<file path="config.mk">
export PLATFORM = sky130hd
export DESIGN_NAME = dmem_arbiter_flat
export DESIGN_NICKNAME = d
export VERILOG_FILES = /design/src/rtl/dmem_arb_pkg.sv /design/src/rtl/dmem_arbiter_if.sv /design/src/rtl/dmem_arbiter_rr_arb2.sv /design/src/rtl/dmem_arbiter.sv /design/src/flat_wrapper.sv
export SDC_FILE = /design/constraint.sdc
export NUM_CORES = 1
export LEC_CHECK = 0
export CAP_MARGIN = 0
export CORE_MARGIN = 3
export CORE_UTILIZATION = 40
export CTS_CLUSTER_SIZE = 40
export DETAILED_ROUTE_END_ITERATION = 8
export HOLD_SLACK_MARGIN = 0.12
export PLACE_DENSITY = 0.78
export SETUP_SLACK_MARGIN = 0.3
export SLEW_MARGIN = 20
export SYNTH_ARGS = -nofsm -noshare
export SYNTH_HDL_FRONTEND = slang
export SYNTH_HIERARCHICAL = 1
export SYNTH_SLANG_ARGS = --single-unit
export TNS_END_PERCENT = 50
</file>
<file path="constraint.sdc">
create_clock -name clk -period 2 [get_ports clk]
set_input_delay 0.6 -clock clk [delete_from_list [all_inputs] [get_ports clk]]
set_output_delay 0.6 -clock clk [all_outputs]
set_load 0.02 [all_outputs]
</file>
<file path="src/rtl/dmem_arb_pkg.sv">
// Shared types and constants for dmem_arbiter: FSM states, port count,
// RISC-V load/store funct3 codes and the latched request record.
package dmem_arb_pkg;

    localparam int NUM_PORTS   = 2;
    localparam int DMEM_ADDR_W = 9;
    localparam int DMEM_DATA_W = 32;

    localparam logic [2:0] F3_LB  = 3'b000;
    localparam logic [2:0] F3_LH  = 3'b001;
    localparam logic [2:0] F3_LW  = 3'b010;
    localparam logic [2:0] F3_LBU = 3'b100;
    localparam logic [2:0] F3_LHU = 3'b101;
    localparam logic [2:0] F3_SB  = 3'b000;
    localparam logic [2:0] F3_SH  = 3'b001;
    localparam logic [2:0] F3_SW  = 3'b010;

    typedef enum logic [1:0] {
        IDLE   = 2'd0,
        ACCESS = 2'd1,
        RESP   = 2'd2
    } dmem_arb_state_e;

    // Sized for the default memory geometry; the top level uses the same widths.
    typedef struct packed {
        logic                   we;
        logic [DMEM_ADDR_W-1:0] addr;
        logic [DMEM_DATA_W-1:0] wdata;
        logic [2:0]             funct3;
    } dmem_req_t;

endpackage

</file>
<file path="src/rtl/dmem_arbiter_if.sv">
// Requester-side bus of dmem_arbiter: two request ports, grant and response.
interface dmem_arbiter_if #(
    parameter int DM_ADDRESS = 9,
    parameter int DATA_W     = 32
);
    logic [1:0]            req_i;
    logic [1:0]            we_i;
    logic [DM_ADDRESS-1:0] addr0_i;
    logic [DM_ADDRESS-1:0] addr1_i;
    logic [DATA_W-1:0]     wdata0_i;
    logic [DATA_W-1:0]     wdata1_i;
    logic [2:0]            funct3_0_i;
    logic [2:0]            funct3_1_i;
    logic [1:0]            gnt_o;
    logic [1:0]            rvalid_o;
    logic [DATA_W-1:0]     rdata_o;

    modport master (
        output req_i, we_i, addr0_i, addr1_i, wdata0_i, wdata1_i,
               funct3_0_i, funct3_1_i,
        input  gnt_o, rvalid_o, rdata_o
    );

    modport slave (
        input  req_i, we_i, addr0_i, addr1_i, wdata0_i, wdata1_i,
               funct3_0_i, funct3_1_i,
        output gnt_o, rvalid_o, rdata_o
    );
endinterface

</file>
<file path="src/rtl/dmem_arbiter_rr_arb2.sv">
// Two-input grant logic. Round-robin on a 1-bit last-winner pointer by default;
// DMEM_ARB_FIXED_PRIO_EN reduces it to a port-0-first priority encoder.
module rr_arb2 (
    input  logic       clk,
    input  logic       reset,
    input  logic       en,
    input  logic [1:0] req,
    output logic [1:0] gnt
);

`ifndef DMEM_ARB_FIXED_PRIO_EN
    logic last_q;
`endif

    always_comb begin
        // NOTE: assigning every output a default first keeps this block free of latches.
        gnt = '0;
        if (en) begin
`ifdef DMEM_ARB_FIXED_PRIO_EN
            if (req[0]) begin
                gnt = 2'b01;
            end else if (req[1]) begin
                gnt = 2'b10;
            end
`else
            unique case (req)
                2'b01:   gnt = 2'b01;
                2'b10:   gnt = 2'b10;
                2'b11:   gnt = last_q ? 2'b01 : 2'b10;
                default: gnt = '0;
            endcase
`endif
        end
    end

`ifdef DMEM_ARB_FIXED_PRIO_EN
    logic unused_ok;
    assign unused_ok = clk ^ reset;
`else
    // Pointer starts at 1 so that port 0 wins the first tie after reset.
    always_ff @(posedge clk) begin
        // NOTE: state is updated with non-blocking assignments only.
        if (reset) begin
            last_q <= 1'b1;
        end else if (|gnt) begin
            last_q <= gnt[1];
        end
    end
`endif

endmodule

</file>
<file path="src/rtl/dmem_arbiter.sv">
// Shares the single datamemory port between two requesters; one grant at a time.
// Define DMEM_ARB_FIXED_PRIO_EN for fixed priority instead of round-robin.
module dmem_arbiter
    import dmem_arb_pkg::*;
#(
    parameter int DM_ADDRESS = DMEM_ADDR_W,
    parameter int DATA_W     = DMEM_DATA_W
) (
    input  logic                  clk,
    input  logic                  reset,
    dmem_arbiter_if.slave         bus,
    output logic                  MemRead,
    output logic                  MemWrite,
    output logic [DM_ADDRESS-1:0] a,
    output logic [DATA_W-1:0]     wd,
    output logic [2:0]            Funct3,
    input  logic [DATA_W-1:0]     rd
);

    dmem_arb_state_e   state_q, state_d;
    dmem_req_t         req_q, req_d;
    logic              id_q, id_d;
    logic [DATA_W-1:0] rdata_q;
    logic              accept;
    logic [1:0]        gnt;

    // Grants are only issued while the memory port is free for the next cycle.
    assign accept = (state_q == IDLE) || (state_q == RESP);

    rr_arb2 u_arb (
        .clk   (clk),
        .reset (reset),
        .en    (accept),
        .req   (bus.req_i),
        .gnt   (gnt)
    );

    assign bus.gnt_o   = gnt;
    assign bus.rdata_o = rdata_q;

    always_comb begin
        state_d = state_q;
        req_d   = req_q;
        id_d    = id_q;
        unique case (state_q)
            IDLE, RESP: begin
                if (gnt[0]) begin
                    state_d = ACCESS;
                    id_d    = 1'b0;
                    req_d   = '{we: bus.we_i[0], addr: bus.addr0_i,
                                wdata: bus.wdata0_i, funct3: bus.funct3_0_i};
                end else if (gnt[1]) begin
                    state_d = ACCESS;
                    id_d    = 1'b1;
                    req_d   = '{we: bus.we_i[1], addr: bus.addr1_i,
                                wdata: bus.wdata1_i, funct3: bus.funct3_1_i};
                end else begin
                    state_d = IDLE;
                end
            end
            ACCESS:  state_d = RESP;
            default: state_d = IDLE;
        endcase
    end

    always_ff @(posedge clk) begin
        if (reset) begin
            state_q <= IDLE;
            req_q   <= '0;
            id_q    <= 1'b0;
            rdata_q <= '0;
        end else begin
            state_q <= state_d;
            req_q   <= req_d;
            id_q    <= id_d;
            // The memory read on ~clk has settled by the edge that ends ACCESS.
            if (state_q == ACCESS && !req_q.we) begin
                rdata_q <= rd;
            end
        end
    end

    // Memory-side outputs decode from state and the request latch only, so the
    // memory never sees a stale enable and no input reaches them combinationally.
    always_comb begin
        MemRead      = 1'b0;
        MemWrite     = 1'b0;
        a            = '0;
        wd           = '0;
        Funct3       = '0;
        bus.rvalid_o = '0;
        if (state_q == ACCESS) begin
            MemRead  = !req_q.we;
            MemWrite = req_q.we;
            a        = req_q.addr;
            wd       = req_q.wdata;
            Funct3   = req_q.funct3;
        end
        if (state_q == RESP) begin
            bus.rvalid_o[id_q] = 1'b1;
        end
    end

endmodule

</file>
<file path="src/flat_wrapper.sv">
// flat-port wrapper written by rule: the top's interface ports become plain ports
module dmem_arbiter_flat import dmem_arb_pkg::*;
#(
    parameter int DM_ADDRESS = DMEM_ADDR_W,
    parameter int DATA_W     = DMEM_DATA_W
)
  (clk, reset, MemRead, MemWrite, a, wd, Funct3, rd, bus_req_i, bus_we_i, bus_addr0_i, bus_addr1_i, bus_wdata0_i, bus_wdata1_i, bus_funct3_0_i, bus_funct3_1_i, bus_gnt_o, bus_rvalid_o, bus_rdata_o);
  dmem_arbiter_if #(.DM_ADDRESS(DM_ADDRESS), .DATA_W(DATA_W)) bus_i ();
  input  logic clk;
  input  logic reset;
  output logic MemRead;
  output logic MemWrite;
  output logic [DM_ADDRESS-1:0] a;
  output logic [DATA_W-1:0] wd;
  output logic [2:0] Funct3;
  input  logic [DATA_W-1:0] rd;
  input wire logic [$bits(bus_i.req_i)-1:0] bus_req_i;
  input wire logic [$bits(bus_i.we_i)-1:0] bus_we_i;
  input wire logic [$bits(bus_i.addr0_i)-1:0] bus_addr0_i;
  input wire logic [$bits(bus_i.addr1_i)-1:0] bus_addr1_i;
  input wire logic [$bits(bus_i.wdata0_i)-1:0] bus_wdata0_i;
  input wire logic [$bits(bus_i.wdata1_i)-1:0] bus_wdata1_i;
  input wire logic [$bits(bus_i.funct3_0_i)-1:0] bus_funct3_0_i;
  input wire logic [$bits(bus_i.funct3_1_i)-1:0] bus_funct3_1_i;
  output wire logic [$bits(bus_i.gnt_o)-1:0] bus_gnt_o;
  output wire logic [$bits(bus_i.rvalid_o)-1:0] bus_rvalid_o;
  output wire logic [$bits(bus_i.rdata_o)-1:0] bus_rdata_o;
  assign bus_i.req_i = bus_req_i;
  assign bus_i.we_i = bus_we_i;
  assign bus_i.addr0_i = bus_addr0_i;
  assign bus_i.addr1_i = bus_addr1_i;
  assign bus_i.wdata0_i = bus_wdata0_i;
  assign bus_i.wdata1_i = bus_wdata1_i;
  assign bus_i.funct3_0_i = bus_funct3_0_i;
  assign bus_i.funct3_1_i = bus_funct3_1_i;
  assign bus_gnt_o = bus_i.gnt_o;
  assign bus_rvalid_o = bus_i.rvalid_o;
  assign bus_rdata_o = bus_i.rdata_o;
  dmem_arbiter #(.DM_ADDRESS(DM_ADDRESS), .DATA_W(DATA_W)) u_core (.clk(clk), .reset(reset), .bus(bus_i), .MemRead(MemRead), .MemWrite(MemWrite), .a(a), .wd(wd), .Funct3(Funct3), .rd(rd));
endmodule
</file>
==> reports/summary.txt, run 1 <==
Final Slew Violations -> 0
#FFs+latches synth -> 81
unrepaired setup endpoints after global routing -> true
Synth Cell Area -> 4430 µm²
CP Launch Type -> register
critical path's largest stage delay -> 0.32 ns
CTS buffer count -> 9
switching share of power -> 30.8%
Die X -> 111 µm
status -> finished with violations
largest net degree at the start of global routing -> 114
worst hold stages -> 2
routed wl met2 -> 6590 µm
initial core utilization -> 42.0%
worst hold margin -> 0.473 ns
Pwr per Cell Area -> 651 nW/µm²
cts hold-fix bufs -> 0
vias in the first global route -> 3904
reg2reg path depth -> 8
peak supply drop -> 354 µV
Reg area -> 1620 µm²
drt first pass iters -> 4
Placer Congestion -> 0.770
Worst-Margin Slew -> 0.530 ns
Leak -> 2.84 nW
vias per std cell -> 5.06
Final Hold Viols -> 0
min Tclk post-route -> 2.02 ns
Worst Slack Setup Final -> -0.0239 ns
clock slew at reported path FFs -> 0.08 ns
clock tree sinks -> 81
filler instances -> 802
skew final -> 0.00885 ns
R2R setup slack -> 0.24 ns
clock power share -> 25.5%
sequential share of power -> 39.0%
clk buf depth -> 2
internal power -> 3.31 mW
Top Layer Used -> met4
Logic pwr share -> 35.5%
nets -> 743
post-synth cell types -> 24
Starting DRT DRC Count -> 125
max cap viols -> 0
syn_area_per_cell -> 10.6 µm²
antenna violations before repair -> 0
register area share after synthesis -> 36.6%
Slew Limit Headroom -> 64.7%
Antenna Nets Post-Route -> 0
Ports -> 208
row count -> 37
die area -> 12400 µm²
worst path cell trace -> and2b_4, buf_12, and2_1, buf_6
routed length on met3 -> 1150 µm
sw power -> 1.47 mW
Core Area -> 10600 µm²
IO Port Bufs -> 207
warnings from Yosys -> 6
R2R Path Start -> u_core/state_q[0]
Crit path required time -> 1.40 ns
synthesis-to-finish area growth -> 66.2%
Post-CTS Setup Repair Bufs -> 0
Cells after Synth -> 416
Setup Viol. Count Final -> 11
fmax -> 494 MHz
clk_lat worst skew -> 0.35 ns
final core occ -> 69.7%
critical path capture point type -> output pin
layout cells sized above 1 -> 28.0%
Hold Startpoint -> u_core/bus.rdata_o[11]
vias -> 3834
multi-input logic area -> 2910 µm²
CTS tree -> yes
WS Path Type -> reg -> out
GRT Residual Overflow -> 0
root buf cell -> clkbuf_8
DRC Markers -> 0
drt total wl -> 13500 µm
Max FO, Critical Path -> 18
Top delay family on crit path -> simple AND/OR/NAND/NOR gates
H-tree Lvls -> 3
Hold Path Sink -> u_core/bus.rdata_o[11]
Die Ht -> 111 µm
RR Endpoint -> u_core/req_q[30]
final instance area -> 7360 µm²
Worst Path Buf+Inv -> 2
hpwl dp -> 9030 µm
Critical Path AT -> 1.42 ns
CP max stage cell -> dfxtp_2
DP Area -> 6650 µm²
first-pass GRT wire length -> 20800 µm
syn_nets -> 542
setup TNS -> -0.104 ns
Global Route Usage Sum -> 20.4%
n_diodes -> 0
failing checks -> setup timing
M1 wire length -> 5540 µm
WL/cell -> 17.9 µm
Worst Hold Class -> reg -> reg
fin crit share -> 101%
cell usage after synthesis (all sizes together):
library cell / count / share of area (%)
and2: 45 / 6.4
dfxtp: 81 / 37
and3: 2 / 0.28
nor2: 2 / 0.23
nand2b: 110 / 16
o31a: 1 / 0.20
o21ba: 1 / 0.23
nand2: 2 / 0.17
or2: 1 / 0.14
nor3b: 1 / 0.17
clkbuf: 15 / 1.3
inv: 3 / 0.25
o32ai: 45 / 16
and2b: 1 / 0.17
a21oi: 2 / 0.23
buf: 24 / 4.7
a221oi: 1 / 0.20
nor3: 1 / 0.11
mux2i: 77 / 17
a211o: 1 / 0.20
cells by family after synthesis:
logic type      Yosys count  synth area share (%)
flops                    81                  36.6
buf+inv                  42                  6.24
compound gates           51                  16.6
simple gates            165                  23.2
mux                      77                  17.4
flip-flops by register name, indices dropped and copies added, names as in the netlist:
register,count
u_core/req_q,45
u_core/bus.rdata_o,32
u_core/state_q,2
u_core/id_q,1
u_core/u_arb/last_q,1
power by group through the flow:
stage	sequential (mW)	combinational, mW	clock, mW
2_1_floorplan	1.93	0.807	0
3_3_place_gp	1.89	1.42	0
3_5_place_dp	1.90	1.45	0
4_1_cts	1.86	1.55	1.26
5_1_grt	1.88	1.79	1.32
6_report	1.87	1.70	1.22
through the flow:
stage | setup slack, ns | std cells | power, mW
floorplan | 0.290 | 416 | 2.74
global placement | -0.559 | 739 | 3.31
detailed placement | -0.586 | 739 | 3.34
CTS | -0.0705 | 757 | 4.66
global route | -0.0661 | 757 | 5.00
finish | -0.0239 | 757 | 4.79
worst max path at each step:
| stage | start | end | slack, ns | depth (start not counted) |
|---|---|---|---|---|
| 2_1_floorplan | bus_req_i[0] | u_core/req_q[29] | 0.29 | 6 |
| 5_1_grt | u_core/state_q[1] | wd[5] | -0.07 | 4 |
| 6_report | u_core/state_q[1] | wd[13] | -0.02 | 4 |
| 4_1_cts | u_core/state_q[1] | a[2] | -0.07 | 4 |
| 3_3_place_gp | bus_req_i[1] | bus_gnt_o[0] | -0.56 | 4 |
| 3_5_place_dp | bus_req_i[0] | bus_gnt_o[1] | -0.59 | 4 |
area by class of cell:
class	count	share of cell area [%]
timing repair buffer	229	33.1
multi-input combinational	293	39.6
sequential	81	22.1
clock inverter	3	0.544
inverter	3	0.255
tap	136	2.31
clock buffer	12	2.11
metal layers:
| layer | global-route usage (%) | up-vias |
|---|---|---|
| met4 | 6.41 | 0 |
| met1 | 24.8 | 1812 |
| met5 | 0 | - |
| met3 | 6.82 | 16 |
| li1 | - | 1854 |
| met2 | 34.0 | 152 |
cells in the final DEF (no fill, tap or decap), types with 2 or more instances in the layout:
cell / instances
inv_1: 2
buf_6: 53
dfxtp_1: 79
clkdlybuf4s15_2: 2
buf_4: 8
clkdlybuf4s15_1: 4
o32ai_2: 29
buf_16: 2
and2_4: 18
dfxtp_2: 2
mux2i_1: 69
and3_4: 2
clkdlybuf4s50_1: 122
nand2b_1: 110
nand2_4: 2
clkbuf_8: 11
clkinv_2: 2
mux2i_2: 7
and2_1: 27
o32ai_4: 16
a21oi_4: 2
dlygate4sd2_1: 28
buf_12: 8
worst min-delay path: stages, from the launching register on:
cell and delay [ns]:
dfxtp_1 0.31, nand2b_1 0.06, mux2i_1 0.06
timing repair:
item,CTS,global route
hold endpoints to repair,0,0
endpoints found under the setup margin,129,83
pin swaps,5,24
gates resized for setup,372,47
cloned,3,0
Note: power is estimated with default switching activity, not from simulation.
==> run 2, diff against run 1 <==
--- a/config.mk
+++ b/config.mk
@@ -6,6 +6,7 @@
 export NUM_CORES = 1
 export LEC_CHECK = 0
 export CAP_MARGIN = 0
+export CORE_ASPECT_RATIO = 1.25
 export CORE_MARGIN = 3
 export CORE_UTILIZATION = 40
 export CTS_CLUSTER_SIZE = 40
==> run 2 against run 1 <==
The run still ends with setup timing left; non-clock buffer count rose by 18; maximum frequency grew 1.0%; die area about the same; flip-flop and latch count stayed put; cell area grew 7.3%; count of clock-buffer cells in the layout is 3 lower.
==> reports/summary.txt, run 2 (synthesis gave the netlist of run 1 again) <==
Max FO, Critical Path -> 15 (-3)
Final Hold Viols -> 0 (unchanged)
Crit path required time -> 1.40 ns (about the same)
Pwr per Cell Area -> 703 nW/µm² (+8.0%)
drt first pass iters -> 4 (unchanged)
Ports -> 208 (unchanged)
fin crit share -> 100% (-1.0 points)
number of flip-flops in the largest register -> 45 (unchanged)
min Tclk post-route -> 2.00 ns (-0.0204 ns)
status -> finished with violations
H-tree Lvls -> 3 (unchanged)
Setup Viol. Count Final -> 1 (-10)
DRC Markers -> 0 (unchanged)
Die Ht -> 124 µm (+11%)
largest net degree at the start of global routing -> 114 (unchanged)
root buf cell -> clkbuf_16
Placer Congestion -> 0.750 (-2.6%)
worst hold margin -> 0.476 ns (+0.00245 ns)
clk buf depth -> 2 (unchanged)
Worst-Margin Slew -> 0.382 ns (-0.149 ns)
initial core utilization -> 41.3% (-0.65 points)
synthesis-to-finish area growth -> 78.3%
Global Route Usage Sum -> 20.7% (+0.30 points)
R2R setup slack -> 0.15 ns (-0.09 ns)
peak supply drop -> 462 µV (+30%)
clock tree sinks -> 81 (unchanged)
n_diodes -> 0 (unchanged)
Slew Limit Headroom -> 74.6% (+9.9 points)
vias -> 3909 (+2.0%)
unrepaired setup endpoints after global routing -> true
die area -> 12400 µm² (about the same)
Post-Place Setup Slack -> -0.550 ns (+0.0357 ns)
switching share of power -> 29.1% (-1.7 points)
reg2reg path depth -> 10 (+2)
CTS buffer count -> 9 (unchanged)
fmax -> 499 MHz (+1.0%)
sw power -> 1.62 mW (+9.5%)
Most flops, register -> u_core/req_q
clock slew at reported path FFs -> 0.06 ns (-0.02 ns)
GRT Residual Overflow -> 0 (unchanged)
WS Path Type -> reg -> out
most frequent cells in the layout -> clkdlybuf4s50_1, nand2b_1, dfxtp_1
CP Launch Type -> register
commonest non-fill, non-tap cell in the layout -> clkdlybuf4s50_1
Die X -> 100 µm (-10%)
skew final -> 0.00650 ns (-0.00235 ns)
Hold Startpoint -> u_core/bus.rdata_o[9]
sequential share of power -> 33.6% (-5.4 points)
first-pass GRT wire length -> 20300 µm (-2.5%)
R2R Path Start -> u_core/state_q[0]
clock power share -> 31.7% (+6.2 points)
CTS tree -> yes
clk_lat worst skew -> 0.33 ns (-0.02 ns)
vias per std cell -> 5.06 (about the same)
Critical Path AT -> 1.40 ns (-0.02 ns)
vias in the first global route -> 4060 (+4.0%)
internal power -> 3.93 mW (+19%)
RR Endpoint -> u_core/req_q[16]
filler instances -> 765 (-4.6%)
Core Area -> 10700 µm² (+1.6%)
drt total wl -> 13900 µm (+2.7%)
antenna violations before repair -> 0 (unchanged)
WL/cell -> 18.0 µm (+0.67%)
nets -> 761 (+2.4%)
hpwl dp -> 8910 µm (-1.3%)
IO Port Bufs -> 207 (unchanged)
max cap viols -> 0 (unchanged)
Final Slew Violations -> 0 (unchanged)
Starting DRT DRC Count -> 115 (-8.0%)
Hold Path Sink -> u_core/bus.rdata_o[9]
layout cells sized above 1 -> 32.8% (+4.8 points)
worst hold stages -> 2 (unchanged)
critical path capture point type -> output pin
Logic pwr share -> 34.7% (-0.8 points)
Antenna Nets Post-Route -> 0 (unchanged)
Worst Slack Setup Final -> -0.00346 ns (+0.0204 ns)
cts hold-fix bufs -> 0 (unchanged)
failing checks -> setup timing
Leak -> 3.02 nW (+6.1%)
row count -> 42 (+14%)
Worst Hold Class -> reg -> reg
## run 2: cell types whose count changed in the layout (fill, tap and decap cells not counted), moves of 3 or more
cell / delta
mux2i_1: -24
mux2i_4: +17
clkbuf_16: +14
clkbuf_8: -11
and2_1: +8
and2_4: -8
mux2i_2: +7
buf_4: +6
buf_8: +4
o32ai_2: +4
o32ai_4: -4
clkdlybuf4s15_1: -3
dlygate4sd2_1: +3
## run 2: per-layer routing
metal / routed length (µm) / GRT usage [%] / up-vias / share of wire (%)
met5: 0 / 0 / - / 0
met4: 170 / 5.31 / 0 / 1.2
met3: 1360 / 7.84 / 15 / 9.8
met2: 7040 / 36.3 / 154 / 51
met1: 5310 / 23.8 / 1843 / 38
li1: - / - / 1897 / -
## run 2: power groups by stage
stage | combinational (mW) | clock [mW] | sequential (mW)
2_1_floorplan | 0.807 | 0 | 1.93
3_3_place_gp | 1.44 | 0 | 1.89
3_5_place_dp | 1.47 | 0 | 1.89
4_1_cts | 1.58 | 1.80 | 1.86
5_1_grt | 2.03 | 1.86 | 1.88
6_report | 1.92 | 1.76 | 1.86
## run 2: worst max path at each step
stage / endpoint / from / slack, ns
global placement: bus_gnt_o[0] / bus_req_i[1] / -0.54
CTS: Funct3[0] / u_core/state_q[1] / -0.0007
floorplan: u_core/req_q[29] / bus_req_i[0] / 0.29
finish: Funct3[1] / u_core/state_q[1] / -0.003
global route: wd[0] / u_core/state_q[1] / -0.05
detailed placement: bus_gnt_o[1] / bus_req_i[1] / -0.55
## run 2: critical path, cell delays in order, from the launching register on
cell and delay (ns):
dfxtp_2 0.33, and2b_2 0.26, buf_6 0.16, and2_1 0.16
buf_4 0.16
## run 2: layout make-up
cell class	count	area (µm²)	share of cell area, %
multi-input cells	293	3080	39.1
repair buffers	247	2680	34.0
flip-flops and latches	81	1620	20.6
clock buffers	9	225	2.85
well taps	132	165	2.09
clock inverters	7	93.8	1.19
inverters	3	18.8	0.238
## run 2: timing repair
action / in CTS / in global routing
cloned: 2 / 6
setup buffers: 7 / 3
setup endpoints to repair: 127 / 123
pin swaps: 7 / 47
gates resized for setup: 377 / 83
## run 2: stage by stage
step                total power, mW  instances  util (%)  setup TNS [ns]  cell area [µm²]
floorplan                      2.74        416         -               0             4450
global placement               3.33        738      62.2          -23.84             6670
detailed placement             3.36        738      62.2          -24.45             6670
CTS                            5.24        763      67.5       -0.000740             7240
global route                   5.77        772      73.6          -0.812             7890
finish                         5.55        772      73.6        -0.00346             7890
